<file path="src/rtl/div_sequencer.sv">
// Multi-cycle 32-bit DIV/DIVU sequencer for the execute stage.
// Runs a restoring shift-subtract loop and stalls the pipeline until done.
module div_sequencer (
    input  logic        clk,
    input  logic        rst,
    input  logic        signed_div_i,
    input  logic [31:0] opdata1_i,
    input  logic [31:0] opdata2_i,
    input  logic        start_i,
    input  logic        annul_i,
    output logic [63:0] result_o,
    output logic        ready_o,
    output logic        stallreq_o
);

    typedef enum logic [1:0] {
        S_FREE,
        S_DIVZERO,
        S_ON,
        S_END
    } state_t;

    state_t      state;
    logic [5:0]  cnt;
    logic [64:0] work;
    logic [31:0] divisor;
    logic        sgn;
    logic        sign1;
    logic        sign2;

    logic [31:0] mag1;
    logic [31:0] mag2;
    logic [32:0] diff;
    logic [31:0] quot;
    logic [31:0] rem;
    logic [31:0] quot_fix;
    logic [31:0] rem_fix;

    // Operand magnitudes; unsigned requests pass straight through.
    assign mag1 = (signed_div_i && opdata1_i[31]) ? 32'd0 - opdata1_i
                                                  : opdata1_i;
    assign mag2 = (signed_div_i && opdata2_i[31]) ? 32'd0 - opdata2_i
                                                  : opdata2_i;

    assign diff = {1'b0, work[63:32]} - {1'b0, divisor};

    assign quot = work[31:0];
    assign rem  = work[64:33];

    // Quotient truncates toward zero; remainder follows the dividend sign.
    assign quot_fix = (sgn && (sign1 ^ sign2)) ? 32'd0 - quot : quot;
    assign rem_fix  = (sgn && sign1) ? 32'd0 - rem : rem;

    assign stallreq_o = !rst && !annul_i &&
                        ((state == S_FREE && start_i) ||
                         state == S_DIVZERO ||
                         state == S_ON);

    always_ff @(posedge clk) begin
        if (rst) begin
            state    <= S_FREE;
            cnt      <= 6'd0;
            work     <= 65'd0;
            divisor  <= 32'd0;
            sgn      <= 1'b0;
            sign1    <= 1'b0;
            sign2    <= 1'b0;
            result_o <= 64'd0;
            ready_o  <= 1'b0;
        end else begin
            unique case (state)
                S_FREE: begin
                    if (start_i && !annul_i) begin
                        sgn   <= signed_div_i;
                        sign1 <= opdata1_i[31];
                        sign2 <= opdata2_i[31];
                        cnt   <= 6'd0;
                        if (opdata2_i == 32'd0) begin
                            state <= S_DIVZERO;
                        end else begin
                            state   <= S_ON;
                            work    <= {32'd0, mag1, 1'b0};
                            divisor <= mag2;
                        end
                    end
                end
                S_DIVZERO: begin
                    if (annul_i) begin
                        state    <= S_FREE;
                        cnt      <= 6'd0;
                        result_o <= 64'd0;
                        ready_o  <= 1'b0;
                    end else begin
                        state    <= S_END;
                        result_o <= 64'd0;
                        ready_o  <= 1'b1;
                    end
                end
                S_ON: begin
                    if (annul_i) begin
                        state    <= S_FREE;
                        cnt      <= 6'd0;
                        result_o <= 64'd0;
                        ready_o  <= 1'b0;
                    end else if (cnt != 6'd32) begin
                        if (diff[32]) begin
                            work <= {work[63:0], 1'b0};
                        end else begin
                            work <= {diff[31:0], work[31:0], 1'b1};
                        end
                        cnt <= cnt + 6'd1;
                    end else begin
                        state    <= S_END;
                        cnt      <= 6'd0;
                        result_o <= {rem_fix, quot_fix};
                        ready_o  <= 1'b1;
                    end
                end
                S_END: begin
                    if (annul_i || !start_i) begin
                        state    <= S_FREE;
                        cnt      <= 6'd0;
                        result_o <= 64'd0;
                        ready_o  <= 1'b0;
                    end
                end
                default: begin
                    state    <= S_FREE;
                    cnt      <= 6'd0;
                    result_o <= 64'd0;
                    ready_o  <= 1'b0;
                end
            endcase
        end
    end

endmodule

</file>
<file path="config.mk">
export PLATFORM = sky130hd
export DESIGN_NAME = div_sequencer
export DESIGN_NICKNAME = d
export VERILOG_FILES = /design/src/rtl/div_sequencer.sv
export SDC_FILE = /design/constraint.sdc
export NUM_CORES = 1
export LEC_CHECK = 0
export CAP_MARGIN = 5
export CORE_ASPECT_RATIO = 0.5
export CORE_MARGIN = 1.5
export CORE_UTILIZATION = 30
export DETAILED_ROUTE_END_ITERATION = 8
export GPL_TIMING_DRIVEN = 0
export PLACE_DENSITY = 0.6
export SYNTH_ARGS = -nofsm -noshare
export SYNTH_HDL_FRONTEND = slang
export SYNTH_SLANG_ARGS = --single-unit
</file>
<file path="constraint.sdc">
create_clock -name clk -period 4.35 [get_ports clk]
set_input_delay 0.6525 -clock clk [delete_from_list [all_inputs] [get_ports clk]]
set_output_delay 0.6525 -clock clk [all_outputs]
set_load 0.01 [all_outputs]
</file>
==> reports/metrics.cfg <==
[status]
outcome=complete, but fails checks
violations=design-rule violations

[layout]
nNetsFinal=1748
ff_latch_area_um2=3460
multi_input_area_um2=7070
area_delta_synth_final_pct=22.8
fin_area_um2=13600
antenna_cells=0
fillers=3805
layout-drive-gt1-share_pct=3.64

[sta]
min_period_ns=3.57
clock.fmax_mhz=280
drv_slew=0
period_share_pct=82.1
hold_violations=0
fin_tns_setup_ns=0
relSlewSlack_pct=48.2
rsz0062_at_grt=no
worst_pin_slew_ns=0.774
skew_ns=0.0101
setup_viol=0

[floorplan]
dieHeight_um=139
start_util_pct=30.7
coreArea_um2=36200
fp.dieArea_um2=38200
io_pins=135
row_count=49
chipWidth_um=275

[yosys]
ys_seq_elements=173
netlist_top_cells_area=dfxtp_1 31%, nand2_1 6.6%, a21oi_1 6.1%
syn_avg_cell_area_um2=7.48
syn_nets=1596
synthArstFlopShare_pct=0
yosysSeqAreaShare_pct=31.2
synth_edf_count=0
syn_inst=1483
ys_warn_count=0
synth_cell_types=64
yosys.cell_count.top_type=nand2_1
yosysTopAreaCellShare_pct=31.2
synth_ff_type=dfxtp_1
yosys.area.top_type=dfxtp_1
netlist_area_um2=11100
synthTopCellsByCount=196 x nand2_1, 173 x dfxtp_1, 152 x nor2_1

[critical_path]
crit_path_top_delay_cell=clkbuf_1
rr_startpoint=work[32]
slowest_delay_ns=0.56
path_class=input pin to output pin
end_kind=output pin
worstPathRequired_ns=3.70
critPathLaunchType=input pin
arrival_ns=2.92
regToRegEndpoint=work[53]
startpoint=rst
path_cells=clkdlybuf4s50_1, clkbuf_1, clkbuf_1, nor3_1, clkdlybuf4s50_1
crit_fanout=10
worstRegToRegCells=13
critPathTopFamily=buffers and inverters
crit_cells=5
endpoint=stallreq_o
rrSetupSlack_ns=0.78
cp_num_buf_inv=4

[cts]
clkSlewWorstSetupHoldPaths_ns=0.07
clkLatencyLatePin_ns=0.44
max-clock-path-buffers=2
numCtsBuffers=17
cts_max_level=4
post_cts_buffers=0
cts_tree=done
cts_resized=0
clkSinkCount=173
cts_root_buffer=clkbuf_16
cts_hold_buf=0

[job]
maxCapViolCount=0

[pwr]
cellPowerDensity_nw_per_um2=432
total_power_w=0.00589
power_leakage_nw=4.88
ir_drop_mv=0.267

[drt]
postRouteAntennaNets=0
totalWireLength_um=35000
drc_errors=8
drt_pass1_iterations=7
via_per_inst=5.14
detail_route.iter0.violations=834
dr_total_vias=11000
wl_per_cell_um=16.4

[global_routing]
track_usage_pct=18.3
grt_pass1_vias=10300
met2_usage_pct=31.5
met3_usage_pct=3.00
grt-ovfl-total=0
grt_pass1_wl_um=55700
antenna_found_initial=0
gr-max-usage-layer=met2
grt_max_degree=17
grt_use_met1_pct=24.0

[worst_hold_path]
hold_path.class=flip-flop to flip-flop

[placed_design]
io_buffers=133
gp_congestion=0.881
hpwlAfterDp_um=28000
placed_area_um2=13000

## routing by layer
metal / share of wire (%) / vias to the layer above
li1: - / 5536
met3: 3.8 / 23
met1: 46 / 5182
met5: 0 / -
met4: 1.2 / 0
met2: 49 / 213
## stage by stage
stage               utilization, %  instances  hold WS (ns)  setup WS [ns]
global route                  37.7       2132         0.487          0.485
finish                        37.7       2132         0.459          0.779
global placement              36.0       2100         0.437          0.415
CTS                           37.7       2132         0.460          0.789
floorplan                        -       1483         0.448           1.53
detailed placement            36.0       2100         0.444          0.414
## flip-flops by register name (all words and copies together) (netlist names)
signal / flops
sgn: 1
work: 65
sign2: 1
divisor: 32
sign1: 1
ready_o: 1
state: 2
result_o: 64
cnt: 6
## cells by family (layout without fill, tap and decap cells)
| group | count (synthesis) | in the layout | synth area share [%] |
|---|---|---|---|
| AO/OA/AOI/OAI | 429 | 429 | 23.8 |
| XOR/XNOR | 144 | 144 | 11.4 |
| flip-flops | 173 | 173 | 31.2 |
| adder cells (fa/ha/maj) | 44 | 44 | 5.03 |
| multiplexers | 14 | 14 | 1.26 |
| buffers and inverters | 146 | 311 | 5.10 |
| AND/OR/NAND/NOR | 533 | 533 | 22.2 |
## report_power, final
part	switching, W	leakage (nW)	total (W)	internal (W)
registers	0.000170	1.40	0.00191	0.00174
clock network	0.000683	0.286	0.00156	0.000879
logic	0.00157	3.19	0.00242	0.000841
total	0.00243	4.88	0.00589	0.00346
## final cells by class
| class | instances | area share, % |
|---|---|---|
| Multi-Input combinational cell | 1164 | 51.9 |
| Sequential cell | 173 | 25.4 |
| Timing Repair Buffer | 133 | 9.77 |
| Tap cell | 484 | 4.45 |
| Clock buffer | 19 | 3.32 |
| Buffer | 88 | 2.55 |
| Inverter | 58 | 1.60 |
| Clock inverter | 13 | 1.01 |
## tightest hold or removal path: cells and delay by family, from the launching register on
family,cells,cell delay [ns]
simple gates,1,0.04
compound gates,1,0.05
flops,1,0.33
## cells in the final DEF, fill, tap and decap left out, types with 12 or more instances in the layout
cell,instances
dfxtp_1,173
nand2_1,196
a211oi_1,31
xor2_1,74
or4_1,17
nor3_1,45
o21ai_0,122
a21oi_1,136
o31ai_1,18
o41ai_1,13
clkbuf_1,70
xnor2_1,70
ha_1,43
nor2_1,152
clkbuf_16,17
a22oi_1,26
clkdlybuf4s50_1,133
inv_1,58
a31oi_1,12
nand3_1,35
mux2i_1,14
## how the worst min path moves through the flow
stage / from / endpoint / cells past startpoint
after floorplan: sign2 / sign2 / 2
after global placement: result_o[56] / result_o[56] / 2
after detailed placement: result_o[60] / result_o[60] / 2
after CTS: result_o[60] / result_o[60] / 2
after global routing: result_o[57] / result_o[57] / 2
final: result_o[60] / result_o[60] / 2
Note: power is estimated with default switching activity, not from simulation.
